**src/rtl/gpio_seg_scan_if.sv**
```systemverilog
// Signal bundle between a segment-byte source and the gpio_seg_scan display scanner.
// The master is the source of segment bytes and controls. The slave is the scanner.
// Optional feature macro: GPIO_SEG_DIM_EN adds the 4-bit brightness control.
interface gpio_seg_scan_if;
  logic       enable;
  logic [7:0] seg_0;
  logic [7:0] seg_1;
  logic [7:0] seg_2;
  logic [7:0] seg_3;
  logic [7:0] seg_4;
  logic [7:0] seg_5;
  logic [7:0] seg_6;
  logic [7:0] seg_7;
  logic [7:0] digit_mask;
`ifdef GPIO_SEG_DIM_EN
  logic [3:0] brightness;
`endif
  logic [7:0] scan_an;
  logic [7:0] scan_seg;
  logic       frame_start;

  modport master (
`ifdef GPIO_SEG_DIM_EN
    output brightness,
`endif
    output enable, seg_0, seg_1, seg_2, seg_3, seg_4, seg_5, seg_6, seg_7, digit_mask,
    input  scan_an, scan_seg, frame_start
  );

  modport slave (
`ifdef GPIO_SEG_DIM_EN
    input  brightness,
`endif
    input  enable, seg_0, seg_1, seg_2, seg_3, seg_4, seg_5, seg_6, seg_7, digit_mask,
    output scan_an, scan_seg, frame_start
  );
endinterface

```
**src/rtl/gpio_seg_scan.sv**
```systemverilog
// gpio_seg_scan: time-multiplexes eight seven-segment bytes onto one shared segment bus.
// The bus is paired with eight digit-enable lines.
// All digits are snapshotted at each frame start so a frame never tears.
// Each digit slot begins with a blank window so the previous digit does not ghost.
// Optional feature macro: GPIO_SEG_DIM_EN adds PWM dimming within each DRIVE window.
module gpio_seg_scan #(
  parameter int CLK_DIV       = 1000,
  parameter int BLANK_CYC     = 16,
  parameter bit AN_ACTIVE_LOW = 1'b1,
  parameter bit SEG_INV       = 1'b1
) (
  input  logic            clock,
  input  logic            reset,
  gpio_seg_scan_if.slave  bus
);

  localparam int             CNT_W      = (CLK_DIV > 1) ? $clog2(CLK_DIV) : 1;
  localparam logic [CNT_W-1:0] CNT_LAST   = CNT_W'(CLK_DIV - 1);
  localparam logic [CNT_W-1:0] BLANK_LAST = CNT_W'(BLANK_CYC - 1);
  localparam logic [7:0]     AN_OFF     = AN_ACTIVE_LOW ? 8'hFF : 8'h00;
  localparam logic [7:0]     SEG_XOR    = SEG_INV ? 8'hFF : 8'h00;

  typedef enum logic [1:0] {ST_IDLE, ST_BLANK, ST_DRIVE} state_t;

  // A zero-length blank window means every slot starts directly in DRIVE.
  localparam state_t SLOT_ENTRY = (BLANK_CYC == 0) ? ST_DRIVE : ST_BLANK;

  state_t           r_state;
  logic [2:0]       r_idx;
  logic [CNT_W-1:0] r_cnt;
  logic [7:0]       r_shadow [8];
  logic [7:0]       r_an;
  logic [7:0]       r_seg;
  logic             r_fs;

  logic [7:0]       w_seg_in [8];
  state_t           w_nxt_state;
  logic [2:0]       w_nxt_idx;
  logic [CNT_W-1:0] w_nxt_cnt;
  logic             w_snap;
  logic             w_nxt_fs;
  logic [7:0]       w_seg_sel;
  logic [7:0]       w_onehot;
  logic             w_lit;
`ifdef GPIO_SEG_DIM_EN
  logic [3:0]       w_phase;
`endif

  assign w_seg_in[0] = bus.seg_0;
  assign w_seg_in[1] = bus.seg_1;
  assign w_seg_in[2] = bus.seg_2;
  assign w_seg_in[3] = bus.seg_3;
  assign w_seg_in[4] = bus.seg_4;
  assign w_seg_in[5] = bus.seg_5;
  assign w_seg_in[6] = bus.seg_6;
  assign w_seg_in[7] = bus.seg_7;

  assign bus.scan_an     = r_an;
  assign bus.scan_seg    = r_seg;
  assign bus.frame_start = r_fs;

  // Next-state, slot position and snapshot decision for the coming cycle.
  always_comb begin
    // NOTE: every signal gets a default first so no path leaves it unassigned (no latch).
    w_nxt_state = r_state;
    w_nxt_idx   = r_idx;
    w_nxt_cnt   = r_cnt;
    w_snap      = 1'b0;
    w_nxt_fs    = 1'b0;
    unique case (r_state)
      ST_IDLE: begin
        if (bus.enable) begin
          w_nxt_state = SLOT_ENTRY;
          w_nxt_idx   = 3'd0;
          w_nxt_cnt   = '0;
          w_snap      = 1'b1;
          w_nxt_fs    = 1'b1;
        end
      end
      ST_BLANK: begin
        w_nxt_cnt = r_cnt + 1'b1;
        if (r_cnt == BLANK_LAST) w_nxt_state = ST_DRIVE;
      end
      ST_DRIVE: begin
        w_nxt_cnt = r_cnt + 1'b1;
        if (r_cnt == CNT_LAST) begin
          w_nxt_cnt   = '0;
          w_nxt_idx   = r_idx + 3'd1;
          w_nxt_state = SLOT_ENTRY;
          // Digit 7 wrapping to digit 0 starts a new frame.
          if (r_idx == 3'd7) begin
            w_snap   = 1'b1;
            w_nxt_fs = 1'b1;
          end
        end
      end
      default: w_nxt_state = ST_IDLE;
    endcase
    // Disable overrides everything; shadow contents are kept.
    if (!bus.enable) begin
      w_nxt_state = ST_IDLE;
      w_nxt_idx   = 3'd0;
      w_nxt_cnt   = '0;
      w_snap      = 1'b0;
      w_nxt_fs    = 1'b0;
    end
  end

  // Output data for the coming cycle; a fresh snapshot must be visible immediately.
  always_comb begin
    w_seg_sel = w_snap ? w_seg_in[w_nxt_idx] : r_shadow[w_nxt_idx];
    w_onehot  = 8'd1 << w_nxt_idx;
    w_lit     = bus.digit_mask[w_nxt_idx];
`ifdef GPIO_SEG_DIM_EN
    w_phase   = 4'(32'(w_nxt_cnt) - 32'(BLANK_CYC));
    w_lit     = w_lit && (w_phase < bus.brightness);
`endif
  end

  // Scanner FSM with registered digit enables, segment bus and frame pulse.
  always_ff @(posedge clock) begin
    if (!reset) begin
      r_state  <= ST_IDLE;
      r_idx    <= 3'd0;
      r_cnt    <= '0;
      // NOTE: the shadow array is small and must read as blank after reset, so it is reset.
      r_shadow <= '{default: 8'h00};
      r_an     <= AN_OFF;
      r_seg    <= SEG_XOR;
      r_fs     <= 1'b0;
    end else begin
      // NOTE: sequential state uses non-blocking assignments so all registers update together.
      r_state <= w_nxt_state;
      r_idx   <= w_nxt_idx;
      r_cnt   <= w_nxt_cnt;
      r_fs    <= w_nxt_fs;
      if (w_snap) r_shadow <= w_seg_in;
      if (w_nxt_state == ST_DRIVE) begin
        r_seg <= w_seg_sel ^ SEG_XOR;
        r_an  <= w_lit ? (AN_ACTIVE_LOW ? ~w_onehot : w_onehot) : AN_OFF;
      end else begin
        r_seg <= SEG_XOR;
        r_an  <= AN_OFF;
      end
    end
  end

endmodule

```
**src/flat_wrapper.sv**
```systemverilog
// flat-port wrapper written by rule: the top's interface ports become plain ports
module gpio_seg_scan_flat 
#(
  parameter int CLK_DIV       = 1000,
  parameter int BLANK_CYC     = 16,
  parameter bit AN_ACTIVE_LOW = 1'b1,
  parameter bit SEG_INV       = 1'b1
)
  (clock, reset, bus_enable, bus_seg_0, bus_seg_1, bus_seg_2, bus_seg_3, bus_seg_4, bus_seg_5, bus_seg_6, bus_seg_7, bus_digit_mask, bus_scan_an, bus_scan_seg, bus_frame_start);
  gpio_seg_scan_if bus_i ();
  input  logic clock;
  input  logic reset;
  input wire logic [$bits(bus_i.enable)-1:0] bus_enable;
  input wire logic [$bits(bus_i.seg_0)-1:0] bus_seg_0;
  input wire logic [$bits(bus_i.seg_1)-1:0] bus_seg_1;
  input wire logic [$bits(bus_i.seg_2)-1:0] bus_seg_2;
  input wire logic [$bits(bus_i.seg_3)-1:0] bus_seg_3;
  input wire logic [$bits(bus_i.seg_4)-1:0] bus_seg_4;
  input wire logic [$bits(bus_i.seg_5)-1:0] bus_seg_5;
  input wire logic [$bits(bus_i.seg_6)-1:0] bus_seg_6;
  input wire logic [$bits(bus_i.seg_7)-1:0] bus_seg_7;
  input wire logic [$bits(bus_i.digit_mask)-1:0] bus_digit_mask;
  output wire logic [$bits(bus_i.scan_an)-1:0] bus_scan_an;
  output wire logic [$bits(bus_i.scan_seg)-1:0] bus_scan_seg;
  output wire logic [$bits(bus_i.frame_start)-1:0] bus_frame_start;
  assign bus_i.enable = bus_enable;
  assign bus_i.seg_0 = bus_seg_0;
  assign bus_i.seg_1 = bus_seg_1;
  assign bus_i.seg_2 = bus_seg_2;
  assign bus_i.seg_3 = bus_seg_3;
  assign bus_i.seg_4 = bus_seg_4;
  assign bus_i.seg_5 = bus_seg_5;
  assign bus_i.seg_6 = bus_seg_6;
  assign bus_i.seg_7 = bus_seg_7;
  assign bus_i.digit_mask = bus_digit_mask;
  assign bus_scan_an = bus_i.scan_an;
  assign bus_scan_seg = bus_i.scan_seg;
  assign bus_frame_start = bus_i.frame_start;
  gpio_seg_scan #(.CLK_DIV(CLK_DIV), .BLANK_CYC(BLANK_CYC), .AN_ACTIVE_LOW(AN_ACTIVE_LOW), .SEG_INV(SEG_INV)) u_core (.clock(clock), .reset(reset), .bus(bus_i));
endmodule
```
**config.mk**
```make
export PLATFORM = sky130hd
export DESIGN_NAME = gpio_seg_scan_flat
export DESIGN_NICKNAME = d
export VERILOG_FILES = /design/src/rtl/gpio_seg_scan_if.sv /design/src/rtl/gpio_seg_scan.sv /design/src/flat_wrapper.sv
export SDC_FILE = /design/constraint.sdc
export NUM_CORES = 1
export LEC_CHECK = 0
export ABC_AREA = 1
export CAP_MARGIN = 20
export CORE_MARGIN = 2
export CORE_UTILIZATION = 45
export CTS_BUF_LIST = sky130_fd_sc_hd__clkbuf_4 sky130_fd_sc_hd__clkbuf_8 sky130_fd_sc_hd__clkbuf_16
export DETAILED_ROUTE_END_ITERATION = 16
export HOLD_SLACK_MARGIN = 0.05
export MAX_ROUTING_LAYER = met4
export PLACE_DENSITY = 0.73
export SETUP_SLACK_MARGIN = 0.02
export SYNTH_ARGS = -nofsm -noshare
export SYNTH_HDL_FRONTEND = slang
export SYNTH_SLANG_ARGS = --single-unit
```
**constraint.sdc**
```tcl
create_clock -name clock -period 5.7 [get_ports clock]
set_clock_uncertainty 0.15 [all_clocks]
set_input_delay 0.57 -clock clock [delete_from_list [all_inputs] [get_ports clock]]
set_output_delay 0.57 -clock clock [all_outputs]
set_load 0.01 [all_outputs]
```
; Word-level counts from Yosys, hierarchy flattened
; Cells that the tools add are included.
[word_totals]
wordCells = 55
out_inout_bits = 17
inputBits = 75
reg_bits = 96
[classes]
n_lt_le_gt_ge = 2
bitwise_logic = 3
eq_ne = 6
n_reduce_logical = 5
shifts = 1
addsub = 2
n_mux = 22
[ops]
columns = cell, n
row1 = binary-select mux 8 bit (select 3 bit), 2
row2 = 2-to-1 mux 8 bit, 5
row3 = one-hot mux 10 bit (3 select lines), 1
row4 = NOT 8 bit, 2
row5 = adder 10 x 1 -> 10 bit (second input constant), 1
row6 = == test 10 bit (second input constant), 1
row7 = == test 10 x 4 -> 1 bit (second input constant), 1
row8 = 2-to-1 mux 10 bit, 1
row9 = left shift 1 x 3 -> 8 bit (first input constant), 1
row10 = 2-to-1 mux 2 bit, 3
row11 = 2-to-1 mux 3 bit, 2
row12 = one-hot mux 2 bit (3 select lines), 1
row13 = one-hot mux 3 bit (2 select lines), 1
row14 = == test 2 bit (second input constant), 2
row15 = >= comparator 4 bit (second input constant), 1
row16 = < comparator 3 x 4 -> 1 bit (second input constant), 1
row17 = 2-to-1 mux 1 bit, 4
row18 = NOT 3 -> 4 bit, 1
row19 = AND reduction 2 bit, 2
row20 = adder 3 x 1 -> 3 bit (second input constant), 1
row21 = binary-select mux 1 bit (select 3 bit), 1
row22 = == test 3 bit (second input constant), 1
row23 = AND reduction 3 bit, 1
row24 = nonzero test 3 bit, 1
row25 = 3 further kinds, 3

; Depth between registers and ports, before layout
; Gate-level depths: netlist (run 1).
[depth]
ltp_word = 10
mapped_depth = 14
ltp_nobuf = 12

; Worst setup path before layout (run 1)
; OpenSTA, ideal clock, no wires.
[synth_path]
path_type = reg2reg
startpoint = reg u_core.r_state[0]
endpoint = reg u_core.r_an[0], in the netlist u_core.bus.scan_an[0]
slack_ns = 3.726
setup_ns = 0.133
period_less_slack_ns = 1.974
arrival_ns = 1.690
required_ns = 5.417
stages_incl_launch_ff = 13
cell_sequence = dfxtp_1 inv_1 ha_1 inv_1 a21oi_2 nand3_2 buf_6 nand2_1 nand2_1 nand2_1 nand2_1 a21oi_4 nand4_1
[synth_via]
elab_chain_cells = 6
[synth_lines]
columns = element, line_no
row1 = from (decl), gpio_seg_scan.sv:28  ; state_t r_state;
row2 = from (signal assigned), gpio_seg_scan.sv:133  ; r_state <= w_nxt_state;
row3 = == test 2 bit or logical NOT 2 bit (tied branches), gpio_seg_scan.sv:70  ; unique case (r_state)
row4 = one-hot mux 3 bit (2 select lines), gpio_seg_scan.sv:70
row5 = 2-to-1 mux 3 bit, gpio_seg_scan.sv:100  ; if (!bus.enable) begin
row6 = binary-select mux 1 bit (select 3 bit), gpio_seg_scan.sv:113  ; w_lit = bus.digit_mask[w_nxt_idx];
row7 = 2-to-1 mux 1 bit (implied by the code), gpio_seg_scan.sv:113
row8 = AND reduction 3 bit (no source line), n/a
row9 = to (signal assigned), gpio_seg_scan.sv:140  ; r_an <= w_lit ? (AN_ACTIVE_LOW ? ~w_onehot : w_onehot) : AN_OFF;
row10 = to (decl), gpio_seg_scan.sv:32  ; logic [7:0] r_an;
; Several ways; a longest one is shown, not always the timed one. The select of a mux whose other input is x is not followed.
; A chain may end at the register's enable or synchronous reset.

; Final worst setup path (run 1)
[layout_path]
startpoint = reg u_core.r_state[0]
endpoint = reg u_core.r_shadow[21] (netlist bit)
[layout_via]
elab_chain_cells = 3
[layout_lines]
columns = element, line_no
row1 = == test 2 bit or logical NOT 2 bit (tied branches), gpio_seg_scan.sv:70
row2 = one-hot mux 1 bit (2 select lines) (*), gpio_seg_scan.sv:70
row3 = 2-to-1 mux 1 bit (*), n/a
row4 = to (signal assigned), gpio_seg_scan.sv:137  ; if (w_snap) r_shadow <= w_seg_in;
row5 = to (decl), gpio_seg_scan.sv:31  ; logic [7:0] r_shadow [8];
; Mark *: on every way between the ends. The rest lies on a longest branch, timed or not.

==> results.md, run 1 <==
- Top Family by Delay on Critical Path: buffers and inverters
- PortBufs: 91
- Vias in the first global route: 3651
- Layout cells sized above 1: 0.0548
- Mux cell area share after synthesis: 0
- Commonest cells after routing, fill and taps aside: 104 x nand2_1, 96 x dfxtp_1, 90 x clkdlybuf4s50_1
- Via count: 3910
- Clock-pin slew on the worst setup and hold paths: 90 ps
- CP peak stage delay: 690 ps
- GP Congestion: 0.843
- Place WS: 2480 ps
- Clock sinks: 96
- Reg-to-Reg End: u_core.r_shadow[21]
- Yosys reg bits: 96
- Leak pwr: 2.35 nW
- Post-synthesis compound-gate area fraction: 0.174
- WP buf/inv: 3
- Crit end category: register
- Worst-path fanout max: 106
- Area Overhead vs Synth: 25.6%
- DR WL/cell: 12.7 um
- Num rows: 35
- Final WS setup: 2580 ps
- Adder-cell share of the synthesized area: 0.0232
- Commonest non-fill, non-tap cell in the layout: nand2_1
- Post-route ant nets: 0
- Unique cell type count in the Yosys netlist: 31
- Max_cap viols: 0
- Crit share post-route: 0.548
- Chip height: 102 um
- Syn Nets: 683
- Die W: 102 um
- CTS max path bufs: 2
- Final Cell Area: 0.00543 mm2
- CTS tree: done
- Main combinational cell family by area after synthesis: simple AND/OR/NAND/NOR gates
- Reg2reg setup slack: 2580 ps
- Cell Chain, Critical Path: inv_1 > ha_1 > nand3_4 > nand2_1 > o211ai_4 > buf_4 > inv_1 > nor2_1 > nor2_1
- Top post-synthesis cells by area: dfxtp_1 44%, o21ai_0 9.2%, nand2_1 9.0%, nor2_1 7.6%, inv_1 5.2%
- Slew Limit Fails: 0
- CTS Buf Count: 9
- Starting Density: 0.465
- Pin count of the biggest net entering global routing: 107
- Slew HR: 0.344
- Peak VDD IR: 0.149 mV
- Initial DRC count: 200
- Final #Nets: 753
- N_diodes: 0
- Pwr Density: 249 mW/mm2
- Post-synthesis cell count: 600
- Reg2Reg Depth: 9
- CP startpoint: u_core.r_state[0]
- Critical Path RT: 5790 ps
- Vias per std cell: 4.86
- Clock tree root driver cell: clkbuf_8
- Largest area contributor in the netlist: dfxtp_1
- Worst setup endpoint: u_core.r_shadow[21]
- TritonRoute pass-1 iters: 4
- Mapped Avg Cell Area: 7.20 um2
- HPWL after detailed placement: 7360 um
- Global-route wire length before repair: 16400 um
- Post-CTS setup buffers: 0
- Post-Synth Simple-Gate Area: 0.252
- Cts hold-fix bufs: 0
- WL final: 10200 um
- Reg-to-Reg Start: u_core.r_state[0]
- Final Hold Fails: 0
- Core box area: 0.00928 mm2
- Global route total overflow: 0
- Post-CTS resize count: 0
- Initial antenna violation count: 0
- DIE AREA: 0.0104 mm2
- WP data arrival: 3210 ps
- Slowest stage cell, crit path: inv_1
- Synthesized area: 0.00432 mm2
- DRC Markers: 0
- Yosys warns: 0
- Post-route minimum period: 3120 ps
- Placed Area: 0.00522 mm2
- Ports: 92
- Clock latency on the worst-skew pair: 350 ps
- Critical path class: register to register
- Worst hold path class: register to register
- WP depth: 9
- Setup TNS: 0 ps
- GRT Overall Usage: 0.206
- Setup-failing EPs final: 0
- Status: finished clean
- H-tree depth: 3
- Worst-Margin Slew: 982 ps
- Post-Synth XOR/XNOR Area: 0.00811
- F_max: 320 MHz
- Synth top area share: 0.445
- RSZ-0062 raised after global routing: no
- Sequential share of the synthesized area: 0.445
- Startpoint Class: register
cells by family after synthesis:
kind of cell / Yosys count
flip-flops: 96
XOR/XNOR: 4
AO/OA/AOI/OAI: 143
AND/OR/NAND/NOR: 252
buffers and inverters: 97
adder cells (fa/ha/maj): 8
worst min-delay path by stage:
| stage | endpoint | depth (start not counted) | slack (ps) | from |
|---|---|---|---|---|
| floorplan | u_core.r_shadow[10] | 2 | 280 | u_core.r_shadow[10] |
| global placement | u_core.r_shadow[41] | 2 | 290 | u_core.r_shadow[41] |
| detailed placement | u_core.r_shadow[57] | 2 | 300 | u_core.r_shadow[57] |
| CTS | u_core.r_shadow[42] | 2 | 310 | u_core.r_shadow[42] |
| global route | u_core.r_shadow[28] | 2 | 330 | u_core.r_shadow[28] |
| finish | u_core.r_shadow[42] | 2 | 310 | u_core.r_shadow[42] |
worst register-to-register path: cells and delay by family (launching register included):
| kind | cells | cell delay (ps) |
|---|---|---|
| AOI/OAI and AO/OA | 1 | 80 |
| and+or+nand+nor | 4 | 590 |
| buffers and inverters | 3 | 1490 |
| adders and majority gates | 1 | 310 |
| DFF | 1 | 400 |
where the power goes:
group	switching, W	internal, W
clock	0.000236	0.000217
combinational	0.0000891	0.0000874
sequential	0.0000142	0.000710
Yosys cell counts (all sizes together):
library cell and instances:
buf 17, dfxtp 96, inv 63, nand3 36, clkbuf 17, nor2 90, nand4 12, ha 8
o211ai 1, o21ai 101, nand2 108, nor3b 1, a31oi 1, a21oi 39, nor3 5, o21bai 1
xor2 4
layout make-up:
| class | count | area [um2] |
|---|---|---|
| clock buffers | 11 | 139 |
| clock inverters | 5 | 65.1 |
| fillers | 906 | 3860 |
| inverters | 63 | 236 |
| multi-input cells | 407 | 1980 |
| flip-flops and latches | 96 | 1920 |
| well taps | 129 | 161 |
| repair buffers | 93 | 921 |
stage by stage:
stage	utilization	std cells	total power (W)	hold slack, ps
final	0.585	804	0.00135	308
after global routing	0.585	804	0.00142	334
after CTS	0.585	804	0.00136	313
after detailed placement	0.563	788	0.000917	298
after global placement	0.563	788	0.000912	294
after floorplan	-	600	0.000839	280
per-layer routing:
layer | share of wire | routed length, um | global-route usage | up-vias
met4 | 0.019 | 195 | 0.0821 | 0
met5 | 0 | 0 | - | -
met3 | 0.038 | 385 | 0.0287 | 15
li1 | - | - | - | 2069
met2 | 0.48 | 4940 | 0.339 | 81
met1 | 0.46 | 4670 | 0.255 | 1745
state kept, by name, indices dropped and copies added, names as in the netlist:
signal	cells
u_core.bus.scan_an	8
u_core.r_idx	3
u_core.bus.frame_start	1
u_core.r_cnt	10
u_core.r_shadow	64
u_core.bus.scan_seg	8
u_core.r_state	2
(Power assumes the default switching activity.)
==> inputs of run 2 (changes only) <==
Clock period 5.7 ns to 2.9 ns, I/O delays scaled along.
==> results.md, run 2 (synthesis gave the netlist of run 1 again) <==
- N_diodes: 0
- Clock tree root driver cell: clkbuf_8
- DR WL/cell: 13.1 um
- Global-route wire length before repair: 16900 um
- Commonest cells after routing, fill and taps aside: 104 x nand2_1, 96 x dfxtp_1, 90 x clkdlybuf4s50_1
- Layout cells sized above 1: 0.0590
- RSZ-0062 raised after global routing: no
- Clock latency on the worst-skew pair: 360 ps
- DRC Markers: 0
- Num rows: 35
- Setup-failing EPs final: 0
- Slew HR: 0.592
- CP peak stage delay: 390 ps
- Worst-path fanout max: 14
- Setup TNS: 0 ps
- Top Registers: u_core.r_shadow: 64 flops, u_core.r_cnt: 10 flops
- CTS tree: done
- Starting Density: 0.465
- Status: finished clean
- Pwr Density: 500 mW/mm2
- Largest Register: u_core.r_shadow
- Cell Int Power: 0.00207 W
- Worst-Margin Slew: 611 ps
- DIE AREA: 0.0104 mm2
- Clock sinks: 96
- Cts hold-fix bufs: 0
- Ports: 92
- PortBufs: 91
- Initial DRC count: 174
- Cell Chain, Critical Path: ha_1 > nand2_1 > nor2_4 > nand3_4 > o21ai_2 > nand2_1 > inv_2 > nand3_1 > nand3_1 > nand2_1
- Crit share post-route: 0.886
- Post-route minimum period: 2570 ps
- Worst hold path class: primary input to register
- Startpoint Class: register
- Slowest stage cell, crit path: nand2_1
- Die W: 102 um
- Critical Path RT: 3000 ps
- CTS max path bufs: 2
- Total power: 0.00275 W
- Switching power: 0.000679 W
- Post-CTS resize count: 0
- Leak pwr: 2.38 nW
- Clock-pin slew on the worst setup and hold paths: 90 ps
- Final instance count without filler cells: 807
- Initial antenna violation count: 0
- Via count: 4026
- Max_cap viols: 0
- WL final: 10600 um
- Final #Nets: 756
- Core box area: 0.00928 mm2
- Final WS setup: 330 ps
- Pin count of the biggest net entering global routing: 106
- Crit end category: register
- GP Congestion: 0.864
- HPWL after detailed placement: 7640 um
- CTS Buf Count: 9
- Number of flip-flops under the largest register name: 64
- Slew Limit Fails: 0
- Critical path class: register to register
- Combinational share of power: 0.130
- Critical path's most frequent cell: nand2_1
- Vias per std cell: 4.99
- Sw Share: 0.247
- Global route total overflow: 0
- GRT Overall Usage: 0.212
- Peak VDD IR: 0.304 mV
- Place WS: 419 ps
- H-tree depth: 3
- TritonRoute pass-1 iters: 4
- F_max: 389 MHz
- Fill cells: 896
- Commonest non-fill, non-tap cell in the layout: nand2_1
- Post-route ant nets: 0
- Vias in the first global route: 3763
- Post-CTS setup buffers: 0
- Chip height: 102 um
- Power share of the sequential group: 0.518
- Area Overhead vs Synth: 27.5%
- Placed cells: 791
- Final Hold Fails: 0
- Clock share of power: 0.352
- WP data arrival: 2670 ps
run 2: changes by cell type in the layout (fill, tap and decap cells not counted), sizes merged:
cell      delta
clkinvlp     +1
buf          +3
bufinv       +1
inv          -1
clkbuf       -1
run 2: area by class of cell:
class	count	area, um2	share of cell area
Clock buffer	10	131	0.0239
Clock inverter	6	93.8	0.0170
Inverter	63	236	0.0429
Multi-Input combinational cell	407	1980	0.360
Sequential cell	96	1920	0.349
Tap cell	129	161	0.0293
Timing Repair Buffer	96	981	0.178
run 2: metrics by stage:
step	area (um2)	hold slack, ps	util
after floorplan	4320	280	-
after global placement	5280	291	0.569
after detailed placement	5280	297	0.569
after CTS	5510	117	0.593
after global routing	5510	133	0.593
final	5510	126	0.593
run 2: worst max-delay path, delay by kind of cell, from the launching register on:
family | cells | cell delay (ps)
adders and majority gates | 1 | 200
and+or+nand+nor | 7 | 1160
buffers and inverters | 1 | 370
AOI/OAI and AO/OA | 1 | 180
DFF | 1 | 380
run 2: power by group through the flow:
stage | sequential [W] | combinational (W) | clock, W
2_1_floorplan | 0.00145 | 0.000203 | 0
3_3_place_gp | 0.00145 | 0.000350 | 0
3_5_place_dp | 0.00146 | 0.000359 | 0
4_1_cts | 0.00143 | 0.000362 | 0.000983
5_1_grt | 0.00143 | 0.000405 | 0.00103
6_report | 0.00143 | 0.000359 | 0.000968
run 2: final timing paths:
path                            depth (start not counted)  slack [ps]                      to                start
worst max register to register                         10         330  u_core.bus.scan_seg[1]      u_core.r_cnt[0]
worst min register to register                          2         310     u_core.r_shadow[30]  u_core.r_shadow[30]
worst max-delay path                                   10         330  u_core.bus.scan_seg[1]      u_core.r_cnt[0]
worst min-delay path                                    3         130         u_core.r_cnt[1]                reset
run 2: routing by layer:
metal	routed length [um]	vias to the layer above	global-route usage
met5	0	-	-
met4	175	0	0.0759
met3	522	14	0.0267
met2	5150	106	0.359
met1	4720	1833	0.261
li1	-	2073	-
